`src/rtl/bp_control_unit_if.sv`:
```
// ============================================================================
// Module      : bp_control_unit_if
// Description : Instruction-memory, data-memory, register-file and ALU control
//               bus between bp_control_unit and its datapath.
// Revision    : 1.0 - initial release
// ============================================================================
`default_nettype none

interface bp_control_unit_if;
  logic [7:0]  pc_addr;
  logic [15:0] i_data;
  logic        rf_rp_zero;
  logic [7:0]  d_addr;
  logic        d_rd;
  logic        d_wr;
  logic [1:0]  rf_s;
  logic [7:0]  rf_w_data;
  logic [3:0]  rf_w_addr;
  logic [3:0]  rf_rp_addr;
  logic [3:0]  rf_rq_addr;
  logic        rf_w_wr;
  logic        rf_rp_rd;
  logic        rf_rq_rd;
  logic [1:0]  alu_s;
  logic [3:0]  state_o;

  modport master (
    output pc_addr, d_addr, d_rd, d_wr, rf_s, rf_w_data, rf_w_addr,
           rf_rp_addr, rf_rq_addr, rf_w_wr, rf_rp_rd, rf_rq_rd, alu_s, state_o,
    input  i_data, rf_rp_zero
  );

  modport slave (
    input  pc_addr, d_addr, d_rd, d_wr, rf_s, rf_w_data, rf_w_addr,
           rf_rp_addr, rf_rq_addr, rf_w_wr, rf_rp_rd, rf_rq_rd, alu_s, state_o,
    output i_data, rf_rp_zero
  );
endinterface

`default_nettype wire

```
`src/rtl/bp_control_unit.sv`:
```
// ============================================================================
// Module      : bp_control_unit
// Description : Multi-cycle control unit: fetch/decode/execute FSM driving the
//               memories, register file and ALU of a small 8-bit processor.
// Revision    : 1.0 - initial release
// ============================================================================
`default_nettype none

module bp_control_unit #(
  parameter logic [7:0] PC_RESET = 8'h00
) (
  input  wire logic         clk,
  input  wire logic         rst_n,
  bp_control_unit_if.master bus
);

  typedef enum logic [3:0] {
    ST_INIT     = 4'd0,
    ST_FETCH    = 4'd1,
    ST_DECODE   = 4'd2,
    ST_LOAD     = 4'd3,
    ST_STORE    = 4'd4,
    ST_ADD      = 4'd5,
    ST_LDC      = 4'd6,
    ST_SUB      = 4'd7,
    ST_JMPZ     = 4'd8,
    ST_JMPZ_JMP = 4'd9
  } state_t;

  state_t      r_state;
  state_t      w_next_state;
  logic [7:0]  r_pc;
  logic [15:0] r_ir;

  logic [3:0]  w_op;
  logic [3:0]  w_ra;
  logic [3:0]  w_rb;
  logic [3:0]  w_rc;
  logic [7:0]  w_k;

  assign w_op = r_ir[15:12];
  assign w_ra = r_ir[11:8];
  assign w_rb = r_ir[7:4];
  assign w_rc = r_ir[3:0];
  assign w_k  = r_ir[7:0];

  always_ff @(posedge clk) begin
    if (!rst_n) begin
      r_state <= ST_INIT;
      r_pc    <= PC_RESET;
      r_ir    <= 16'h0000;
    end else begin
      r_state <= w_next_state;
      if (r_state == ST_FETCH) begin
        r_ir <= bus.i_data;
        r_pc <= r_pc + 8'd1;
      end else if (r_state == ST_JMPZ_JMP) begin
        // PC already points past the jump, so the offset is taken from PC-1
        r_pc <= r_pc + w_k - 8'd1;
      end
    end
  end

  always_comb begin
    w_next_state = ST_FETCH;
    case (r_state)
      ST_INIT:   w_next_state = ST_FETCH;
      ST_FETCH:  w_next_state = ST_DECODE;
      ST_DECODE: begin
        case (w_op)
          4'h0:    w_next_state = ST_LOAD;
          4'h1:    w_next_state = ST_STORE;
          4'h2:    w_next_state = ST_ADD;
          4'h3:    w_next_state = ST_LDC;
          4'h4:    w_next_state = ST_SUB;
          4'h5:    w_next_state = ST_JMPZ;
          default: w_next_state = ST_FETCH;
        endcase
      end
      ST_JMPZ:   w_next_state = bus.rf_rp_zero ? ST_JMPZ_JMP : ST_FETCH;
      default:   w_next_state = ST_FETCH;
    endcase
  end

  logic [7:0] w_d_addr;
  logic       w_d_rd;
  logic       w_d_wr;
  logic [1:0] w_rf_s;
  logic [7:0] w_rf_w_data;
  logic [3:0] w_rf_w_addr;
  logic [3:0] w_rf_rp_addr;
  logic [3:0] w_rf_rq_addr;
  logic       w_rf_w_wr;
  logic       w_rf_rp_rd;
  logic       w_rf_rq_rd;
  logic [1:0] w_alu_s;

  always_comb begin
    w_d_addr     = 8'h00;
    w_d_rd       = 1'b0;
    w_d_wr       = 1'b0;
    w_rf_s       = 2'b00;
    w_rf_w_data  = 8'h00;
    w_rf_w_addr  = 4'h0;
    w_rf_rp_addr = 4'h0;
    w_rf_rq_addr = 4'h0;
    w_rf_w_wr    = 1'b0;
    w_rf_rp_rd   = 1'b0;
    w_rf_rq_rd   = 1'b0;
    w_alu_s      = 2'b00;
    case (r_state)
      ST_LOAD: begin
        w_d_addr    = w_k;
        w_d_rd      = 1'b1;
        w_rf_s      = 2'b01;
        w_rf_w_addr = w_ra;
        w_rf_w_wr   = 1'b1;
      end
      ST_STORE: begin
        w_d_addr     = w_k;
        w_d_wr       = 1'b1;
        w_rf_rp_addr = w_ra;
        w_rf_rp_rd   = 1'b1;
      end
      ST_ADD, ST_SUB: begin
        w_rf_rp_addr = w_rb;
        w_rf_rq_addr = w_rc;
        w_rf_rp_rd   = 1'b1;
        w_rf_rq_rd   = 1'b1;
        w_alu_s      = (r_state == ST_SUB) ? 2'b10 : 2'b01;
        w_rf_s       = 2'b00;
        w_rf_w_addr  = w_ra;
        w_rf_w_wr    = 1'b1;
      end
      ST_LDC: begin
        w_rf_s      = 2'b10;
        w_rf_w_data = w_k;
        w_rf_w_addr = w_ra;
        w_rf_w_wr   = 1'b1;
      end
      ST_JMPZ: begin
        w_rf_rp_addr = w_ra;
        w_rf_rp_rd   = 1'b1;
      end
      default: ;
    endcase
  end

  assign bus.pc_addr    = r_pc;
  assign bus.state_o    = r_state;
  assign bus.d_addr     = w_d_addr;
  assign bus.d_rd       = w_d_rd;
  assign bus.d_wr       = w_d_wr;
  assign bus.rf_s       = w_rf_s;
  assign bus.rf_w_data  = w_rf_w_data;
  assign bus.rf_w_addr  = w_rf_w_addr;
  assign bus.rf_rp_addr = w_rf_rp_addr;
  assign bus.rf_rq_addr = w_rf_rq_addr;
  assign bus.rf_w_wr    = w_rf_w_wr;
  assign bus.rf_rp_rd   = w_rf_rp_rd;
  assign bus.rf_rq_rd   = w_rf_rq_rd;
  assign bus.alu_s      = w_alu_s;

endmodule

`default_nettype wire

```
`src/flat_wrapper.sv`:
```
// flat-port wrapper written by rule: the top's interface ports become plain ports
module bp_control_unit_flat 
#(
  parameter logic [7:0] PC_RESET = 8'h00
)
  (clk, rst_n, bus_pc_addr, bus_d_addr, bus_d_rd, bus_d_wr, bus_rf_s, bus_rf_w_data, bus_rf_w_addr, bus_rf_rp_addr, bus_rf_rq_addr, bus_rf_w_wr, bus_rf_rp_rd, bus_rf_rq_rd, bus_alu_s, bus_state_o, bus_i_data, bus_rf_rp_zero);
  bp_control_unit_if bus_i ();
  input  wire logic clk;
  input  wire logic rst_n;
  output wire logic [$bits(bus_i.pc_addr)-1:0] bus_pc_addr;
  output wire logic [$bits(bus_i.d_addr)-1:0] bus_d_addr;
  output wire logic [$bits(bus_i.d_rd)-1:0] bus_d_rd;
  output wire logic [$bits(bus_i.d_wr)-1:0] bus_d_wr;
  output wire logic [$bits(bus_i.rf_s)-1:0] bus_rf_s;
  output wire logic [$bits(bus_i.rf_w_data)-1:0] bus_rf_w_data;
  output wire logic [$bits(bus_i.rf_w_addr)-1:0] bus_rf_w_addr;
  output wire logic [$bits(bus_i.rf_rp_addr)-1:0] bus_rf_rp_addr;
  output wire logic [$bits(bus_i.rf_rq_addr)-1:0] bus_rf_rq_addr;
  output wire logic [$bits(bus_i.rf_w_wr)-1:0] bus_rf_w_wr;
  output wire logic [$bits(bus_i.rf_rp_rd)-1:0] bus_rf_rp_rd;
  output wire logic [$bits(bus_i.rf_rq_rd)-1:0] bus_rf_rq_rd;
  output wire logic [$bits(bus_i.alu_s)-1:0] bus_alu_s;
  output wire logic [$bits(bus_i.state_o)-1:0] bus_state_o;
  input wire logic [$bits(bus_i.i_data)-1:0] bus_i_data;
  input wire logic [$bits(bus_i.rf_rp_zero)-1:0] bus_rf_rp_zero;
  assign bus_pc_addr = bus_i.pc_addr;
  assign bus_d_addr = bus_i.d_addr;
  assign bus_d_rd = bus_i.d_rd;
  assign bus_d_wr = bus_i.d_wr;
  assign bus_rf_s = bus_i.rf_s;
  assign bus_rf_w_data = bus_i.rf_w_data;
  assign bus_rf_w_addr = bus_i.rf_w_addr;
  assign bus_rf_rp_addr = bus_i.rf_rp_addr;
  assign bus_rf_rq_addr = bus_i.rf_rq_addr;
  assign bus_rf_w_wr = bus_i.rf_w_wr;
  assign bus_rf_rp_rd = bus_i.rf_rp_rd;
  assign bus_rf_rq_rd = bus_i.rf_rq_rd;
  assign bus_alu_s = bus_i.alu_s;
  assign bus_state_o = bus_i.state_o;
  assign bus_i.i_data = bus_i_data;
  assign bus_i.rf_rp_zero = bus_rf_rp_zero;
  bp_control_unit #(.PC_RESET(PC_RESET)) u_core (.clk(clk), .rst_n(rst_n), .bus(bus_i));
endmodule
```
`config.mk`:
```
export PLATFORM = sky130hd
export DESIGN_NAME = bp_control_unit_flat
export DESIGN_NICKNAME = d
export VERILOG_FILES = /design/src/rtl/bp_control_unit_if.sv /design/src/rtl/bp_control_unit.sv /design/src/flat_wrapper.sv
export SDC_FILE = /design/constraint.sdc
export NUM_CORES = 1
export LEC_CHECK = 0
export ABC_CLOCK_PERIOD_IN_PS = 4019
export CAP_MARGIN = 25
export CELL_PAD_IN_SITES_DETAIL_PLACEMENT = 1
export CELL_PAD_IN_SITES_GLOBAL_PLACEMENT = 1
export CORE_MARGIN = 1
export CORE_UTILIZATION = 35
export CTS_CLUSTER_SIZE = 28
export DETAILED_ROUTE_END_ITERATION = 6
export PLACE_DENSITY_LB_ADDON = 0.12
export SETUP_SLACK_MARGIN = 0.02
export SLEW_MARGIN = 20
export SYNTH_ARGS = -nofsm -noshare
export SYNTH_HDL_FRONTEND = slang
export SYNTH_SLANG_ARGS = --single-unit
```
`constraint.sdc`:
```
create_clock -name clk -period 4.02 [get_ports clk]
set_clock_uncertainty 0.05 [all_clocks]
set_input_delay 0.402 -clock clk [delete_from_list [all_inputs] [get_ports clk]]
set_output_delay 0.402 -clock clk [all_outputs]
set_load 0.1 [all_outputs]
```
==> impl_results.md <==
* Net Switching at 0.317 mW
* Post-synthesis instance area at 0.00203 sq mm
* Hold crit path type: reg2reg
* Worst skew pair latency at 0.28 ns
* DR DRC count at 0
* Total Power at 0.857 mW
* CTS H-Tree Depth at 1
* Worst VDD drop at 0.000127 V
* Critical Path RT at 3.57 ns
* Most instantiated cells after synthesis: nand2_1, dfxtp_1, inv_1
* Vias in the first global route at 2191
* Met3 Usage GRT at 0.0337
* Post-synth EDFFs at 0
* Status: completed
* Post-CTS resize count at 0
* Die Span Y at 78.1 um
* DIE WIDTH at 78.1 um
* WP data arrival at 2.68 ns
* Worst-path cell chain: nand2b_1 -> nor2_2 -> and2_1 -> clkdlybuf4s50_1
* Startpoint Class: flip-flop
* Hold_buf cts at 0
* Final setup margin at 0.888 ns
* Global route hottest layer: met2
* Pint at 0.540 mW
* Yosys warns at 0
* Critical Path Slowest Stage Cell: clkdlybuf4s50_1
* Final setup fails at 0
* DP HPWL at 4900 um
* Async set-reset flop share out of synthesis at 0
* Power share of the clock group at 0.269
* Initial Utilization at 0.366
* Antenna violations before repair at 0
* Setup TNS at 0 ns
* Number of DRC markers in iteration 0 at 43
* DRT Pass-1 Iters at 4
* Fmax at 319 MHz
* Antenna fix cells at 0
* Hold_ws at 0.425 ns
* Slew @ Worst Pin at 0.999 ns
* CTS Root Buffer Type: clkbuf_8
* Total grt overflow at 0
* Core area at 0.00554 sq mm
* Power density over the cells at 308 mW/mm^2
* Cts bufs inserted at 3
* CP Buf/Inv Count at 1
* Max-cap violations at 0
* Final min period at 3.13 ns
* CTS tree: yes
* DIE AREA at 0.00611 sq mm
* Post-DR wirelength/cell at 15.8 um
* Combinational share of power at 0.356
* Placement row count at 27
* Seq/Total Area, Yosys at 0.276
* Sequential fraction of design power at 0.376
* Clk buf depth at 2
* Routed wire length at 6250 um
* Synth Register Bits at 28
* Syn Area/Cell at 7.63 sq um
* Post-CTS setup buffer count at 0
* Worst slew margin at 0.332
* Cell count after synthesis at 266
* Pin count of the biggest net entering global routing at 21
* Placed cells at 391
* Layout cells sized above 1 at 0.164
* Unrepaired setup endpoints after global routing: no
* Post-layout util at 0.501
* Nets at 358
* Leak at 1.12 nW
* Final Cycle Share at 0.779
* Via density at 5.18
* Design area at 0.00278 sq mm
* Area leader, netlist: dfxtp_1
* GRT Resource Usage Total at 0.220
* CP Capture Type: output port
* WS Path Type: reg2out
* Largest delay contributor family on the critical path: buffers and inverters
* Met2 global-route usage at 0.435
* Final Instance Count excl. Fillers at 395
* Top cells by area, synth: dfxtp_1, ha_1, nand2_1
* Clock sinks at 28
* Most frequent cell after synthesis: nand2_1
* Pre-CTS setup slack at 1.18 ns
* First-pass GRT wire length at 10600 um
* Mapped Nets at 300
* Vias at 2046
* Max-slew violations at 0
* Main flop type after synthesis: dfxtp_1
* Area share of the largest cell type after synthesis at 0.276
* Post-synthesis cell type count at 48
* Post-DP Area at 0.00271 sq mm
* Grt met1 use at 0.248
* Syn-to-layout area delta at 36.9%
* Antenna-violating nets left at 0
* Sw Share at 0.370
* IO Pins at 68
* Port Buffers at 67
* GPL Wtd Cong at 0.838
* CP Max Fanout at 12
* CP peak stage delay at 1.12 ns
* Final Hold Fails at 0
* Register clock-pin slew on the reported worst setup and hold paths at 0.10 ns
kinds of logic after synthesis:
| logic type | after synthesis | share of synthesized area |
|---|---|---|
| xor gates and xnor gates | 4 | 0.0173 |
| muxes | 1 | 0.00493 |
| and+or+nand+nor | 107 | 0.260 |
| AOI/OAI and AO/OA | 66 | 0.238 |
| adders and majority gates | 15 | 0.0962 |
| DFF | 28 | 0.276 |
| buffers and inverters | 45 | 0.107 |
worst paths after layout:
kind	startpoint	to	slack (ns)	cells after the start
min	u_core.r_ir[15]	u_core.r_ir[15]	0.43	2
max reg2reg	u_core.bus.pc_addr[1]	u_core.bus.pc_addr[7]	1.43	9
min reg2reg	u_core.r_ir[15]	u_core.r_ir[15]	0.43	2
max	u_core.bus.state_o[1]	bus_rf_w_data[7]	0.89	4
worst min-delay path, stage by stage, from the launching register on:
cell and delay, ns:
dfxtp_1 0.33, nand2_1 0.06, a21boi_1 0.05
per-layer routing:
| layer | share of wire | vias up |
|---|---|---|
| li1 | - | 1023 |
| met2 | 0.54 | 25 |
| met5 | 0 | - |
| met1 | 0.42 | 994 |
| met4 | 0.0048 | 0 |
| met3 | 0.027 | 4 |
power groups by stage:
stage	clock (mW)	sequential (mW)	combinational, mW
after floorplan	0	0.354	0.209
after global placement	0	0.327	0.302
after detailed placement	0	0.328	0.308
after CTS	0.239	0.322	0.310
after global routing	0.250	0.326	0.338
final	0.230	0.322	0.305
layout make-up:
cell class,count,area [sq um]
fillers,703,2760
multi-input cells,193,1330
repair buffers,70,623
flip-flops and latches,28,561
inverters,28,105
well taps,72,90.1
clock buffers,3,41.3
clock inverters,1,30.0
flip-flops by register name (all words and copies together), names as in the netlist:
name / count
u_core.bus.state_o: 4
u_core.bus.pc_addr: 8
u_core.r_ir: 16
layout by cell type (no fill, tap or decap), drive strengths merged, types with 8 or more instances in the layout:
cell type | synthesis | layout
a21boi | 19 | 19
nor3 | 11 | 11
ha | 14 | 14
nand2 | 43 | 43
buf | 10 | 31
nor2 | 21 | 21
dfxtp | 28 | 28
clkdlybuf4s50 | 0 | 39
inv | 28 | 28
o21ai | 8 | 8
Note: power is estimated with default switching activity, not from simulation.
